[config.mk]
export PLATFORM = sky130hd
export DESIGN_NAME = alu_ctrl_seq
export DESIGN_NICKNAME = d
export VERILOG_FILES = /design/src/rtl/alu_ctrl_seq.sv
export SDC_FILE = /design/constraint.sdc
export NUM_CORES = 1
export LEC_CHECK = 0
export CAP_MARGIN = 20
export CORE_MARGIN = 2
export CORE_UTILIZATION = 45
export DETAILED_ROUTE_END_ITERATION = 8
export PLACE_DENSITY_LB_ADDON = 0.15
export SYNTH_ARGS = -nofsm -noshare
export SYNTH_HDL_FRONTEND = slang
export SYNTH_SLANG_ARGS = --single-unit
export TNS_END_PERCENT = 10
[constraint.sdc]
create_clock -name Clk -period 1.53 [get_ports Clk]
set_input_delay 0.306 -clock Clk [delete_from_list [all_inputs] [get_ports Clk]]
set_output_delay 0.306 -clock Clk [all_outputs]
set_load 0.05 [all_outputs]
[src/rtl/alu_ctrl_seq.sv]
// alu_ctrl_seq: registered, handshaked ALU-control decode stage between ID and EX.
// Ports: Clk, Rst_n, in_valid/in_ready, opcode, funct, flush, out_valid/out_ready,
//   alu_ctrl, is_mul, is_branch, is_jump, illegal, err_sticky, err_clr.
//   Optional macro ALUCTL_ERR_STICKY_EN enables the sticky illegal flag.
module alu_ctrl_seq #(
  parameter int CTRL_W     = 6,
  parameter int MUL_CYCLES = 3
) (
  input  logic              Clk,
  input  logic              Rst_n,
  input  logic              in_valid,
  output logic              in_ready,
  input  logic [5:0]        opcode,
  input  logic [5:0]        funct,
  input  logic              flush,
  output logic              out_valid,
  input  logic              out_ready,
  output logic [CTRL_W-1:0] alu_ctrl,
  output logic              is_mul,
  output logic              is_branch,
  output logic              is_jump,
  output logic              illegal,
  output logic              err_sticky,
  input  logic              err_clr
);

  localparam int CNT_W = $clog2(MUL_CYCLES + 1);
  localparam bit MUL_HOLD = (MUL_CYCLES > 1);

  typedef enum logic {IDLE, MUL_WAIT} state_t;

  typedef struct packed {
    logic [5:0] code;
    logic       mul;
    logic       br;
    logic       jmp;
    logic       ill;
  } res_t;

  state_t     state_q, state_d;
  logic [CNT_W-1:0] cnt_q, cnt_d;
  logic       ov_q, ov_d;
  res_t       out_q, out_d;
  res_t       hold_q, hold_d;
  res_t       dec;
  logic       accept;
  logic       load;

  always_comb begin
    dec = '{code: 6'h3f, mul: 1'b0, br: 1'b0,
            jmp: 1'b0, ill: 1'b0};
    if (opcode == 6'b000000) begin
      unique case (funct)
        6'b100000, 6'b100010, 6'b100100,
        6'b100101, 6'b100111, 6'b100110,
        6'b000000, 6'b000010, 6'b101010:
          dec.code = funct;
        6'b011000: begin
          dec.code = funct;
          dec.mul  = 1'b1;
        end
        6'b001000: dec.jmp = 1'b1;
        default:   dec.ill = 1'b1;
      endcase
    end else begin
      unique case (opcode)
        6'b100011, 6'b101011, 6'b100000,
        6'b101000, 6'b100001, 6'b101001,
        6'b001000:
          dec.code = 6'b100000;
        6'b001100: dec.code = 6'b100100;
        6'b001101: dec.code = 6'b100101;
        6'b001110: dec.code = 6'b100110;
        6'b001010: dec.code = 6'b101010;
        6'b000001, 6'b000100, 6'b000101,
        6'b000110, 6'b000111: begin
          dec.code = opcode;
          dec.br   = 1'b1;
        end
        6'b000010, 6'b000011: dec.jmp = 1'b1;
        default:              dec.ill = 1'b1;
      endcase
    end
  end

  assign in_ready = Rst_n && (state_q == IDLE)
                 && (!ov_q || out_ready) && !flush;
  assign accept = in_valid && in_ready;

  always_comb begin
    state_d = state_q;
    cnt_d   = cnt_q;
    ov_d    = ov_q;
    out_d   = out_q;
    hold_d  = hold_q;
    load    = 1'b0;
    if (flush) begin
      state_d = IDLE;
      cnt_d   = '0;
      ov_d    = 1'b0;
    end else begin
      if (ov_q && out_ready) ov_d = 1'b0;
      unique case (state_q)
        IDLE: begin
          if (accept) begin
            if (dec.mul && MUL_HOLD) begin
              state_d = MUL_WAIT;
              cnt_d   = CNT_W'(MUL_CYCLES - 1);
              hold_d  = dec;
            end else begin
              ov_d  = 1'b1;
              out_d = dec;
              load  = 1'b1;
            end
          end
        end
        MUL_WAIT: begin
          // Counter runs down to 0; the following edge publishes,
          // giving MUL_CYCLES edges from acceptance to out_valid.
          if (cnt_q == '0) begin
            state_d = IDLE;
            ov_d    = 1'b1;
            out_d   = hold_q;
          end else begin
            cnt_d = cnt_q - CNT_W'(1);
          end
        end
        default: state_d = IDLE;
      endcase
    end
  end

  always_ff @(posedge Clk or negedge Rst_n) begin
    if (!Rst_n) begin
      state_q <= IDLE;
      cnt_q   <= '0;
      ov_q    <= 1'b0;
      out_q   <= '0;
      hold_q  <= '0;
    end else begin
      state_q <= state_d;
      cnt_q   <= cnt_d;
      ov_q    <= ov_d;
      out_q   <= out_d;
      hold_q  <= hold_d;
    end
  end

`ifdef ALUCTL_ERR_STICKY_EN
  logic err_q, err_d;

  always_comb begin
    err_d = err_q;
    if (err_clr) err_d = 1'b0;
    if (load && out_d.ill) err_d = 1'b1;
  end

  always_ff @(posedge Clk or negedge Rst_n) begin
    if (!Rst_n) err_q <= 1'b0;
    else        err_q <= err_d;
  end

  assign err_sticky = err_q;
`else
  logic unused_err_clr;
  assign unused_err_clr = err_clr;
  assign err_sticky = 1'b0;
`endif

  assign out_valid = ov_q;
  assign alu_ctrl  = CTRL_W'(out_q.code);
  // Stale flags are masked so only a valid result reports them.
  assign is_mul    = ov_q & out_q.mul;
  assign is_branch = ov_q & out_q.br;
  assign is_jump   = ov_q & out_q.jmp;
  assign illegal   = ov_q & out_q.ill;

endmodule

# ---- Word-level counts from Yosys, hierarchy flattened
# Index checks and enable logic that the tools add are counted.
dict set report op_classes {
  n_addsub 1
  n_eq_ne 34
  mux 32
  n_bitwise 6
  reduce_logical 20
}
# cell n
set ops {}
lappend ops {{$eq 6x6->1 const B} 13}
lappend ops {{$eq 6x4->1 const B} 6}
lappend ops {{$pmux 6 s6} 1}
lappend ops {{$mux 10} 3}
lappend ops {{$eq 6x3->1 const B} 4}
lappend ops {{$pmux 10 s2} 1}
lappend ops {{$eq 6x2->1 const B} 3}
lappend ops {{$reduce_or 18->1} 1}
lappend ops {{$mux 1} 17}
lappend ops {{$logic_not 6->1} 2}
lappend ops {{$mux 6} 2}
lappend ops {{$reduce_or 11->1} 1}
lappend ops {{$mux 2} 5}
lappend ops {{$reduce_or 10->1} 1}
lappend ops {{$ne 3x3->1 const B} 3}
lappend ops {{$reduce_and 4->1} 2}
lappend ops {{$reduce_or 7->1} 1}
lappend ops {{$eq 6x1->1 const B} 1}
lappend ops {{$eq 6x5->1 const B} 1}
lappend ops {{$logic_and 1x1->1} 5}
lappend ops {{$reduce_or 5->1} 1}
lappend ops {{$and 1x1->1} 4}
lappend ops {{$ne 2x2->1 const B} 2}
lappend ops {{$pmux 1 s2} 2}
lappend ops {{other kinds (9)} 11}
dict set report word_totals {
  ff_bits 24
  in_bits 18
  out_inout_bits 13
  wordCells 106
}

# ---- Depth between registers and ports, before layout
dict set report logic_depth {
  ltp_word 8
  mapped_depth 7
  mapped_depth_nobuf 6
}

# ---- Least setup slack after synthesis
# OpenSTA, ideal clock, no wires.
dict set report synth_timing {
  kind {input-to-reg}
  from {input port opcode[3]}
  to {register out_q (netlist bit alu_ctrl[1])}
  setup_time_ns 0.125
  t_arrival_ns 1.989
  t_required_ns 1.405
  slack_ns -0.584
  cell_stages 6
  n_path_buf 1
  cell_sequence {buf_6 > or4_4 > or3_4 > o31ai_4 > nor2_4 > mux2_4}
}
dict set report synth_between {
  elab_chain_cells 7
  word_cells_on_any_way 27
  cone_classes {17 x eq/ne; 6 x mux; 4 x reduce/logical}
}
# item line
set synth_rtl {}
lappend synth_rtl {{start, declared} 13} ;# input logic [5:0] opcode,
lappend synth_rtl {{$eq 6x6->1, or another cell as far along} 66} ;# unique case (opcode)
lappend synth_rtl {{$reduce_or 7->1 or $reduce_or 5->1 (tied branches)} -}
lappend synth_rtl {{$pmux 6 s6} 66}
lappend synth_rtl {{$mux 6} 52} ;# if (opcode == 6'b000000) begin
lappend synth_rtl {{$mux 10} 106} ;# if (dec.mul && MUL_HOLD) begin
lappend synth_rtl {{$mux 10} 105} ;# if (accept) begin
lappend synth_rtl {{$pmux 10 s2} 103} ;# unique case (state_q)
lappend synth_rtl {{end signal, assigned} 144} ;# out_q <= out_d;
lappend synth_rtl {{end, declared} 43} ;# res_t out_q, out_d;
# Several ways; a longest one is shown, not always the timed one. The select of a mux whose other input is x is not followed.
# A chain may end at the register's enable or synchronous reset.

# ---- Worst setup path in the final report
dict set report layout_timing {
  from {input port opcode[3]}
  to {register out_q[2] in the netlist's numbering}
}
dict set report layout_between {
  elab_chain_cells 7
  word_cells_on_any_way 15
  cone_classes {6 x eq/ne; 6 x mux; 3 x reduce/logical}
}
# item line
set layout_rtl {}
lappend layout_rtl {{$eq 6x1->1 or $eq 6x3->1 (tied branches)} 66}
lappend layout_rtl {{$reduce_or 5->1} 66}
lappend layout_rtl {{$mux 1} 66}
lappend layout_rtl {{$mux 1} 52}
lappend layout_rtl {{$mux 10} 106}
lappend layout_rtl {{$mux 10} 105}
lappend layout_rtl {{$pmux 10 s2} 103}
# Several ways; a longest one is shown, not always the timed one. The select of a mux whose other input is x is not followed.

==> summary.md <==
| Metric | Value |
|---|---|
| Routed Antenna Nets | `0` |
| Post-synth ARST share | `1.00` |
| Final WS setup | `-0.286 ns` |
| Post-route DRC | `0` |
| Via count | `roughly 1400` |
| Worst hold-check path type | `input port to asynchronous set/reset pin` |
| Yosys cell types | `46` |
| PwrDens | `between 600 and 700 mW/mm^2` |
| Num Clock Sinks | `24` |
| Initial DRT Pass Iterations | `4` |
| First-pass GRT wire length | `between 6 and 7 mm` |
| # nets final | `around 240` |
| Syn-to-layout area delta | `49.9%` |
| Hold-fix buffers, CTS | `0` |
| Final setup violation count | `25` |
| FP Rows | `21` |
| Total wire length | `around 4 mm` |
| Synth top area share | `0.394` |
| CP arrival | `about 2.0 ns` |
| Cells after synthesis | `164` |
| Post-Syn Nets | `183` |
| Worst Clk Skew | `approximately 0.00074 ns` |
| Placed inst area | `between 0.002 and 0.0025 mm^2` |
| Synth Area in XOR/XNOR | `0` |
| Routability cong. | `between 0.8 and 0.9` |
| Final period util | `1.19` |
| Post-route cell area | `approximately 0.0023 mm^2` |
| Post-DP HPWL | `3.06 mm` |
| EDFF count, synth | `0` |
| I/O Buffers | `28` |
| Die area | `a little under 0.004 mm^2` |
| Number of CTS-inserted buffers | `3` |
| Leakage power | `approximately 1.1 nW` |
| Yosys warning count | `0` |
| Core area | `around 0.0033 mm^2` |
| Gr busiest metal | `met2` |
| Routed wire per std cell | `roughly 15 um` |
| Clock slew at reported path FFs | `between 0.1 and 0.15 ns` |
| WS Path Type | `input port to register` |
| CTS tree | `yes` |
| Final Hold Fails | `0` |
| CTS Buffer Depth | `2` |
| Min Tclk post-route | `roughly 1.8 ns` |
| Post-synth top flop | `dfrtp_1` |
| Top-Level Pins | `31` |
| Htree depth | `1` |
| Mux share of post-synthesis cell area | `0.0394` |
| Final Max Slew Viols | `0` |
| Post-synthesis sequential area ratio | `0.394` |
| FF+latch count, synth | `24` |
| Vias in the first global route | `~1400` |
| Root buf cell | `clkbuf_4` |
| Antenna Cells | `0` |
| Largest net degree at the start of global routing | `17` |
| Status | `finished with violations` |
| Initial antenna violation count | `0` |
| Crit-path max FO | `7` |
| Failing checks | `setup timing` |
| Synthesized area | `0.00152 mm^2` |
| Pwr Total | `1.51 mW` |
| Biggest area consumer among synthesized cells | `dfrtp_1` |
| Initial Utilization | `0.464` |
| Aggregate global routing overflow | `0` |
| Adder-Cell Fraction of Synth Area | `0.00822` |
| Number of vias per cell | `approximately 5.3` |
| Max IR drop VDD | `0.000555 V` |
| M1 GR Usage | `0.283` |
| MaxCap Viol Count | `0` |
| Avg Cell Area, Syn | `9.28 um^2` |
| Unrepaired setup endpoints after global routing | `true` |
| Layout cells sized above 1 | `0.373` |
| Post-synthesis simple-gate area fraction | `0.248` |
| Met3 usage in global routing | `0.0417` |
| Die Y | `roughly 62 um` |
| Hold_ws | `0.0824 ns` |
| Main combinational cell family by area after synthesis | `simple AND/OR/NAND/NOR gates` |
| Worst setup EP type | `register` |
| Fmax achieved | `between 500 and 600 MHz` |
| Clk_lat worst skew | `approximately 0.31 ns` |
| Worst Path Required | `about 1.7 ns` |
| Worst setup SP type | `input port` |
| Starting DRC count in detailed routing | `33` |
| Final Util | `0.695` |
| Synth Area in Compound Gates | `0.229` |
| Synth area leaders | `dfrtp_1 39%, nor2b_1 4.5%, mux2_4 3.9%` |
| Global Route met2 Usage | `0.346` |
| Die span in x | `62.2 um` |
| Overall Global Routing Usage | `0.211` |
-- critical path, cell delays in order --
cell and delay [ns]:
buf_6 0.09, or4_4 0.53, or3_4 0.43, o31ai_4 0.25, nor2_4 0.11, mux2_4 0.31
-- Yosys cell counts (5+ instances only) --
cell type / instances
nor2b_1: 11
o31ai_1: 5
nand2_1: 7
nand2b_1: 7
inv_1: 6
clkbuf_1: 6
a211o_1: 5
nor2_1: 13
dfrtp_1: 24
a21oi_1: 5
buf_4: 7
o21ai_0: 11
-- logic make-up after synthesis --
kind of cell / Yosys count
mux: 4
compound gates: 47
other cells: 1
flops: 24
buf+inv: 22
fa+ha+maj: 1
simple gates: 65
-- stage by stage --
step	worst slack [ns]	TNS, ns	cells
global placement	-0.936	-20.72	258
floorplan	-0.494	-9.42	164
CTS	-0.361	-6.21	265
finish	-0.286	-5.19	266
global route	-0.290	-5.71	266
detailed placement	-1.00	-21.73	258
-- repair_timing --
action                                  in CTS  in global routing
pin swaps                                    7                  3
endpoints found under the setup margin      25                 29
buffers inserted                             4                  1
resized for setup                           23                 12
-- final cells by class --
type,count,area [um^2]
Tap cell,46,57.6
Inverter,6,22.5
Sequential cell,24,601
Fill cell,276,1000
Timing Repair Buffer,69,733
Multi-Input combinational cell,118,846
Clock buffer,3,22.5
-- path summary, 6_finish.rpt --
kind,from,end,slack (ns),cells past startpoint
worst max-delay path,opcode[3],out_q[2],-0.29,6
worst min-delay path,Rst_n,out_q[3],0.08,2
worst max register to register,out_valid,out_q[2],-0.10,5
worst min register to register,hold_q[8],hold_q[8],0.49,1
max in group asynchronous,Rst_n,alu_ctrl[0],1.20,2
min in group Clk,hold_q[8],hold_q[8],0.49,1
-- where the power goes --
group | internal [mW] | switching, mW | total (mW) | leakage [nW]
logic | 0.278 | 0.252 | 0.530 | 0.760
clock network | 0.0921 | 0.181 | 0.273 | 0.0138
registers | 0.669 | 0.0376 | 0.706 | 0.307
total | 1.04 | 0.471 | 1.51 | 1.08
-- registers in the layout, indices dropped and copies added (netlist names) --
register and count:
alu_ctrl 6, cnt_q 2, hold_q 10, out_q 4, out_valid 1, state_q 1
-- placed cells by master, fill, tap and decap left out, types with 2 or more instances in the layout --
master and count:
inv_1 6, or2_2 4, buf_4 35, nand4_1 2, clkbuf_4 3, nor3_1 4
clkdlybuf4s50_1 10, buf_6 7, nor2b_1 11, o21ai_0 10, a211oi_1 3, and2_4 2
and2_1 2, a21oi_1 5, a2bb2oi_1 3, buf_12 13, a31oi_1 2, nand3_1 2
dfrtp_1 24, nand2b_1 7, mux2_4 4, nor2_1 13, nand2_1 7, o31ai_1 5
a211o_1 5
-- routing by layer --
metal / vias up / part of all wire / routed length, um
met3: 8 / 0.039 / 154
met4: 0 / 0.016 / 65
li1: 696 / - / -
met5: - / 0 / 0
met1: 674 / 0.46 / 1820
met2: 38 / 0.48 / 1910
Note: power is estimated with default switching activity, not from simulation.
